[src/rtl/frame_pkg.sv]
// Shared constants for the frame sweep controller: FSM encoding, default widths
// and the legal datapath-latency range.
package frame_pkg;

  localparam int DIM_W_DEF    = 9;
  localparam int ADDR_W_DEF   = 17;
  localparam int PIPE_LAT_MIN = 1;
  localparam int PIPE_LAT_MAX = 15;

  typedef logic [1:0] state_t;

  localparam state_t ST_IDLE   = 2'd0;
  localparam state_t ST_RUN    = 2'd1;
  localparam state_t ST_DRAIN  = 2'd2;
  localparam state_t ST_FINISH = 2'd3;

endpackage

[src/rtl/sweep_delay_pipe.sv]
// {valid, addr} shift register that tracks issued pixels through the datapath
// latency; advances on enable, clears valids on synchronous flush.
module sweep_delay_pipe #(
  parameter int ADDR_W = 17,
  parameter int LAT    = 2
) (
  input  logic              clk,
  input  logic              reset,
  input  logic              advance,
  input  logic              flush,
  input  logic              in_valid,
  input  logic [ADDR_W-1:0] in_addr,
  output logic              out_valid,
  output logic [ADDR_W-1:0] out_addr,
  output logic              will_empty
);

  logic [LAT-1:0]    valid;
  logic [ADDR_W-1:0] addr [LAT];

  // Stage registers: flush drops all valids, advance shifts one stage
  always_ff @(posedge clk or posedge reset) begin
    if (reset) begin
      valid <= '0;
      for (int i = 0; i < LAT; i++) begin
        addr[i] <= '0;
      end
    end else if (flush) begin
      valid <= '0;
    end else if (advance) begin
      valid[0] <= in_valid;
      addr[0]  <= in_addr;
      for (int i = 1; i < LAT; i++) begin
        valid[i] <= valid[i-1];
        addr[i]  <= addr[i-1];
      end
    end
  end

  // True when the coming edge leaves every stage invalid (last stage retires now)
  always_comb begin
    will_empty = advance & ~in_valid;
    for (int i = 0; i < LAT - 1; i++) begin
      will_empty = will_empty & ~valid[i];
    end
  end

  assign out_valid = valid[LAT-1];
  assign out_addr  = addr[LAT-1];

endmodule

[src/rtl/frame_sweep_controller.sv]
// Raster-sweep controller: issues one pixel per cycle, tracks write-back through
// a PIPE_LAT pipe and pulses done. Optional busy-cycle counter: FRAME_SWEEP_PERF_EN.
module frame_sweep_controller
  import frame_pkg::*;
#(
  parameter int ADDR_W   = ADDR_W_DEF,
  parameter int DIM_W    = DIM_W_DEF,
  parameter int PIPE_LAT = 2
) (
  input  logic              clk,
  input  logic              reset,
  input  logic              start,
  input  logic              abort,
  input  logic              stall,
  input  logic [DIM_W-1:0]  cfg_width,
  input  logic [DIM_W-1:0]  cfg_height,
  output logic              busy,
  output logic              rd_en,
  output logic [ADDR_W-1:0] rd_addr,
  output logic [DIM_W-1:0]  rd_x,
  output logic [DIM_W-1:0]  rd_y,
  output logic              wren,
  output logic [ADDR_W-1:0] wr_addr,
  output logic              done,
  output logic [31:0]       cycle_count
);

  // Out-of-range latencies are pulled into the supported window
  localparam int LAT = (PIPE_LAT < PIPE_LAT_MIN) ? PIPE_LAT_MIN :
                       (PIPE_LAT > PIPE_LAT_MAX) ? PIPE_LAT_MAX : PIPE_LAT;

  state_t            state;
  state_t            state_nxt;
  logic [DIM_W-1:0]  width_lat;
  logic [DIM_W-1:0]  height_lat;
  logic [DIM_W-1:0]  x;
  logic [DIM_W-1:0]  y;
  logic [ADDR_W-1:0] addr;
  logic              dims_ok;
  logic              row_end;
  logic              last_pix;
  logic              pipe_valid;
  logic              will_empty;

  assign dims_ok  = (cfg_width != '0) && (cfg_height != '0);
  assign row_end  = (x == width_lat - DIM_W'(1));
  assign last_pix = row_end && (y == height_lat - DIM_W'(1));

  assign busy    = (state != ST_IDLE);
  assign rd_en   = (state == ST_RUN) && !stall;
  assign rd_addr = addr;
  assign rd_x    = x;
  assign rd_y    = y;
  assign wren    = pipe_valid && !stall;
  assign done    = (state == ST_FINISH) && !abort;

  // Next-state selection; abort outranks stall and normal progress
  always_comb begin
    state_nxt = state;
    case (state)
      ST_IDLE: begin
        if (start) begin
          state_nxt = dims_ok ? ST_RUN : ST_FINISH;
        end else begin
          state_nxt = ST_IDLE;
        end
      end
      ST_RUN: begin
        if (abort) begin
          state_nxt = ST_IDLE;
        end else if (!stall && last_pix) begin
          state_nxt = ST_DRAIN;
        end else begin
          state_nxt = ST_RUN;
        end
      end
      ST_DRAIN: begin
        if (abort) begin
          state_nxt = ST_IDLE;
        end else if (will_empty) begin
          state_nxt = ST_FINISH;
        end else begin
          state_nxt = ST_DRAIN;
        end
      end
      ST_FINISH: state_nxt = ST_IDLE;
      default:   state_nxt = ST_IDLE;
    endcase
  end

  // State, latched dimensions and the raster/address counters
  always_ff @(posedge clk or posedge reset) begin
    if (reset) begin
      state      <= ST_IDLE;
      width_lat  <= '0;
      height_lat <= '0;
      x          <= '0;
      y          <= '0;
      addr       <= '0;
    end else begin
      state <= state_nxt;
      if (state == ST_IDLE && start && dims_ok) begin
        width_lat  <= cfg_width;
        height_lat <= cfg_height;
        x          <= '0;
        y          <= '0;
        addr       <= '0;
      end else if (state == ST_RUN && !stall && !abort) begin
        addr <= addr + ADDR_W'(1);
        if (row_end) begin
          x <= '0;
          y <= last_pix ? '0 : y + DIM_W'(1);
        end else begin
          x <= x + DIM_W'(1);
        end
      end
    end
  end

  sweep_delay_pipe #(
    .ADDR_W (ADDR_W),
    .LAT    (LAT)
  ) u_pipe (
    .clk        (clk),
    .reset      (reset),
    .advance    (!stall),
    .flush      (abort && busy),
    .in_valid   (rd_en),
    .in_addr    (addr),
    .out_valid  (pipe_valid),
    .out_addr   (wr_addr),
    .will_empty (will_empty)
  );

`ifdef FRAME_SWEEP_PERF_EN
  logic [31:0] perf_cnt;

  // Busy-cycle counter, restarted by every accepted start
  always_ff @(posedge clk or posedge reset) begin
    if (reset) begin
      perf_cnt <= 32'd0;
    end else if (state == ST_IDLE && start) begin
      perf_cnt <= 32'd0;
    end else if (busy) begin
      perf_cnt <= perf_cnt + 32'd1;
    end
  end

  assign cycle_count = perf_cnt;
`else
  assign cycle_count = 32'd0;
`endif

endmodule

[config.mk]
export PLATFORM = sky130hd
export DESIGN_NAME = frame_sweep_controller
export DESIGN_NICKNAME = d
export VERILOG_FILES = /design/src/rtl/frame_pkg.sv /design/src/rtl/sweep_delay_pipe.sv /design/src/rtl/frame_sweep_controller.sv
export SDC_FILE = /design/constraint.sdc
export NUM_CORES = 1
export LEC_CHECK = 0
export BUFFER_PORTS_ARGS = -buffer_cell sky130_fd_sc_hd__buf_4
export CAP_MARGIN = 20
export CORE_MARGIN = 2
export CORE_UTILIZATION = 30
export DETAILED_ROUTE_END_ITERATION = 6
export PLACE_DENSITY = 0.51
export SKIP_CTS_REPAIR_TIMING = 1
export SYNTH_ARGS = -nofsm -noshare
export SYNTH_HDL_FRONTEND = slang
export SYNTH_SLANG_ARGS = --single-unit
export TNS_END_PERCENT = 20
[constraint.sdc]
create_clock -name clk -period 3.05 [get_ports clk]
set_input_delay 0.1525 -clock clk [delete_from_list [all_inputs] [get_ports clk]]
set_output_delay 0.1525 -clock clk [all_outputs]
set_load 0.02 [all_outputs]
==> results.yml <==
outcome:
  status: "finished with violations"
  violations: "negative hold slack"
clocking:
  cts_root_buffer: "clkbuf_16"
  cts_tree: "built"
  cts_max_path_buffers: 2
  cts-htree-levels: 3
  clock_latency_ps: 350
  clk_transition_reported_paths_ps: 70
  numCtsBuffers: 9
  cts.sinks: 91
synth:
  synth_edf_count: 0
  synthDominantCellAreaShare: 0.456
  synth_cell_types: 57
  synth-seq-area-share: 0.456
  async_flop_share: 1.00
  synth_area_leaders: "dfrtp_1, mux2_2, buf_4"
  synth_seq_cells: 91
  syn_avg_cell_area_um2: 10.0
  synth_top_flop_cell: "dfrtp_1"
  synthCells: 500
  syn_area_um2: 5000
  synth_top_area_cell: "dfrtp_1"
  ys_warn_count: 0
power_and_ir_drop:
  peakVddDrop_mv: 0.254
  power_leakage_nw: 2.84
  p_clk_frac: 0.359
  p_switching_w: 0.000931
  seq_power_share: 0.449
  p_comb_frac: 0.192
  switching_share: 0.301
  powerDensity_nw_per_um2: 523
  power_w: 0.00310
  intPower_w: 0.00217
final_layout:
  antenna_cells: 0
  regArea_um2: 2280
  nets: 590
  final_layout_size_suffix_gt1_frac: 0.277
  fin_util: 0.361
  num-fill-cells: 1695
  multi_input_area_um2: 2380
  stdcell_area_um2: 5920
  areaGrowthSynthToFinish_pct: 18.5
worst_setup_path:
  worst-path-max-fanout: 10
  cp-start-kind: "register"
  worstReg2RegStart: "height_lat[0]$_DFFE_PP0P_"
  startpoint: "height_lat[0]$_DFFE_PP0P_"
  critical_path_class: "reg -> reg"
  required_ps: 3270
  crit_path_end_kind: "register"
  cp.arrival_ps: 3020
min_path:
  worst_hold_path_type: "in -> async"
global_routing:
  grt_overflow: 0
  met3_usage: 0.0207
  track_usage: 0.135
  grt_max_degree: 49
  grt_pass1_wl_um: 19000
  antenna_found_initial: 0
  use_met2: 0.220
  grt_busiest_layer: "met2"
  grt_pass1_vias: 3702
  grtUsageMet1: 0.177
placement:
  post-dp-hpwl_um: 8250
  postPlaceCellArea_um2: 5620
  routabilityCongestion: 0.817
  io_buffers: 78
routing:
  routed_via_density: 4.74
  post_drt_wl_per_cell_um: 14.5
  drc: 0
  first_iter_violations: 232
  vias: 3727
  ant_nets: 0
  finalWirelength_um: 11400
  first_pass_iters: 4
sta:
  hold_viol_final: 46
  final_max_slew_viol_count: 0
  period_needed_ps: 2800
  fmax_ghz: 0.357
  slew-limit-headroom: 0.442
  fin_worst_skew_ps: 8.39
  setup_tns_ps: 0
  worst_pin_slew_ps: 836
  rsz0062_at_grt: "no"
  final-setup-viol-count: 0
  final.period_utilization: 0.920
  finalHoldWorstSlack_ps: -50.6
job:
  max_cap_violations: 0
floorplan:
  core-area_um2: 16400
  die_w_um: 133
  io_pins: 111
  die_area_um2: 17700
  die_h_um: 133
  rows: 47
  initial_utilization: 0.305
==> registers in the layout, summed over array words and instances, names as in the netlist <==
| signal | count |
|---|---|
| u_pipe.out_addr | 17 |
| rd_addr | 17 |
| u_pipe.addr | 17 |
| state | 2 |
| rd_y | 9 |
| rd_x | 9 |
| u_pipe.valid | 2 |
| height_lat | 9 |
| width_lat | 9 |
==> power groups by stage <==
stage | Sequential [W] | Combinational (W) | Clock [W]
finish | 0.00139 | 0.000594 | 0.00111
global route | 0.00141 | 0.000658 | 0.00120
CTS | 0.00139 | 0.000601 | 0.00115
detailed placement | 0.00142 | 0.000597 | 0
global placement | 0.00141 | 0.000584 | 0
floorplan | 0.00139 | 0.000472 | 0
==> layout by cell type (no fill, tap or decap), types with 5 or more instances in the layout <==
cell type / instances
dfrtp_1: 91
buf_4: 88
nand2_1: 75
mux2_2: 34
nor2_1: 32
conb_1: 32
xor2_1: 23
nand3_1: 20
o21ai_0: 14
xnor2_1: 12
nor3_1: 9
a31oi_1: 9
clkbuf_16: 9
a32oi_1: 8
inv_1: 8
a21oi_1: 6
o21ai_1: 6
nor2b_1: 5
and3_1: 5
nand3b_1: 5
ha_1: 5
==> cells by family (layout without fill, tap and decap cells) <==
kind of cell / Yosys count / after routing / synth area share
adders and majority gates: 5 / 5 / 0.0125
AOI/OAI and AO/OA: 66 / 66 / 0.0999
other: 1 / 32 / 0.000750
muxes: 36 / 36 / 0.0806
xor gates and xnor gates: 36 / 36 / 0.0658
buffers and inverters: 77 / 113 / 0.0961
and+or+nand+nor: 188 / 188 / 0.189
DFF: 91 / 91 / 0.456
==> synth_stat cells (all sizes together) (2+ instances only) <==
cell type / instances
xor2: 23
o2111ai: 3
nand2: 75
nor2: 33
o22ai: 3
and2: 2
and3: 5
inv: 9
nand4: 5
nor3b: 4
o21ai: 20
or2: 3
or4b: 2
o41ai: 4
a21oi: 6
o21bai: 2
a21o: 2
nor4: 4
nand3: 20
a31oi: 9
nor4b: 2
nor2b: 5
or4: 3
mux2i: 2
nor3: 9
nand2b: 3
dfrtp: 91
xnor2: 12
clkbuf: 16
o31ai: 2
nand3b: 5
ha: 5
a32oi: 8
mux2: 34
or3: 5
buf: 52
==> critical path: stages (launching register included) <==
cell and delay, ps:
dfrtp_1 410, inv_1 100, ha_1 270, or4b_2 650, o21ai_0 180, nor4bb_1 350
o2111ai_2 160, buf_4 210, o31ai_1 230, o21ai_0 120
==> layout make-up <==
type                    count  share of cell area
inverters                   9             0.00591
clock buffers              10              0.0386
flip-flops and latches     91               0.384
clock inverters             6              0.0112
multi-input cells         363               0.402
well taps                 220              0.0465
repair buffers             88               0.112
==> metrics by stage <==
step,cells,setup WS (ps)
2_1_floorplan,531,455
3_3_place_gp,770,289
3_5_place_dp,770,172
4_1_cts,786,137
5_1_grt,787,105
6_report,787,245
==> final timing paths <==
| kind | endpoint | slack, ps | cells after the start |
|---|---|---|---|
| min | rd_y[0]$_DFFE_PP0P_ | -50 | 2 |
| min in group clk | width_lat[7]$_DFFE_PP0P_ | 10 | 3 |
| min reg2reg | u_pipe.out_addr[3]$_DFFE_PP0P_ | 490 | 1 |
| max | state[0]$_DFF_PP0_ | 250 | 9 |
| max reg2reg | state[0]$_DFF_PP0_ | 250 | 9 |
| max in group asynchronous | width_lat[0]$_DFFE_PP0P_ | 2220 | 3 |
==> per-layer routing <==
layer / up-vias / part of all wire
met5: - / 0
met4: 0 / 0.022
met3: 17 / 0.028
met2: 72 / 0.48
met1: 1845 / 0.47
li1: 1793 / -
Note: power is estimated with default switching activity, not from simulation.
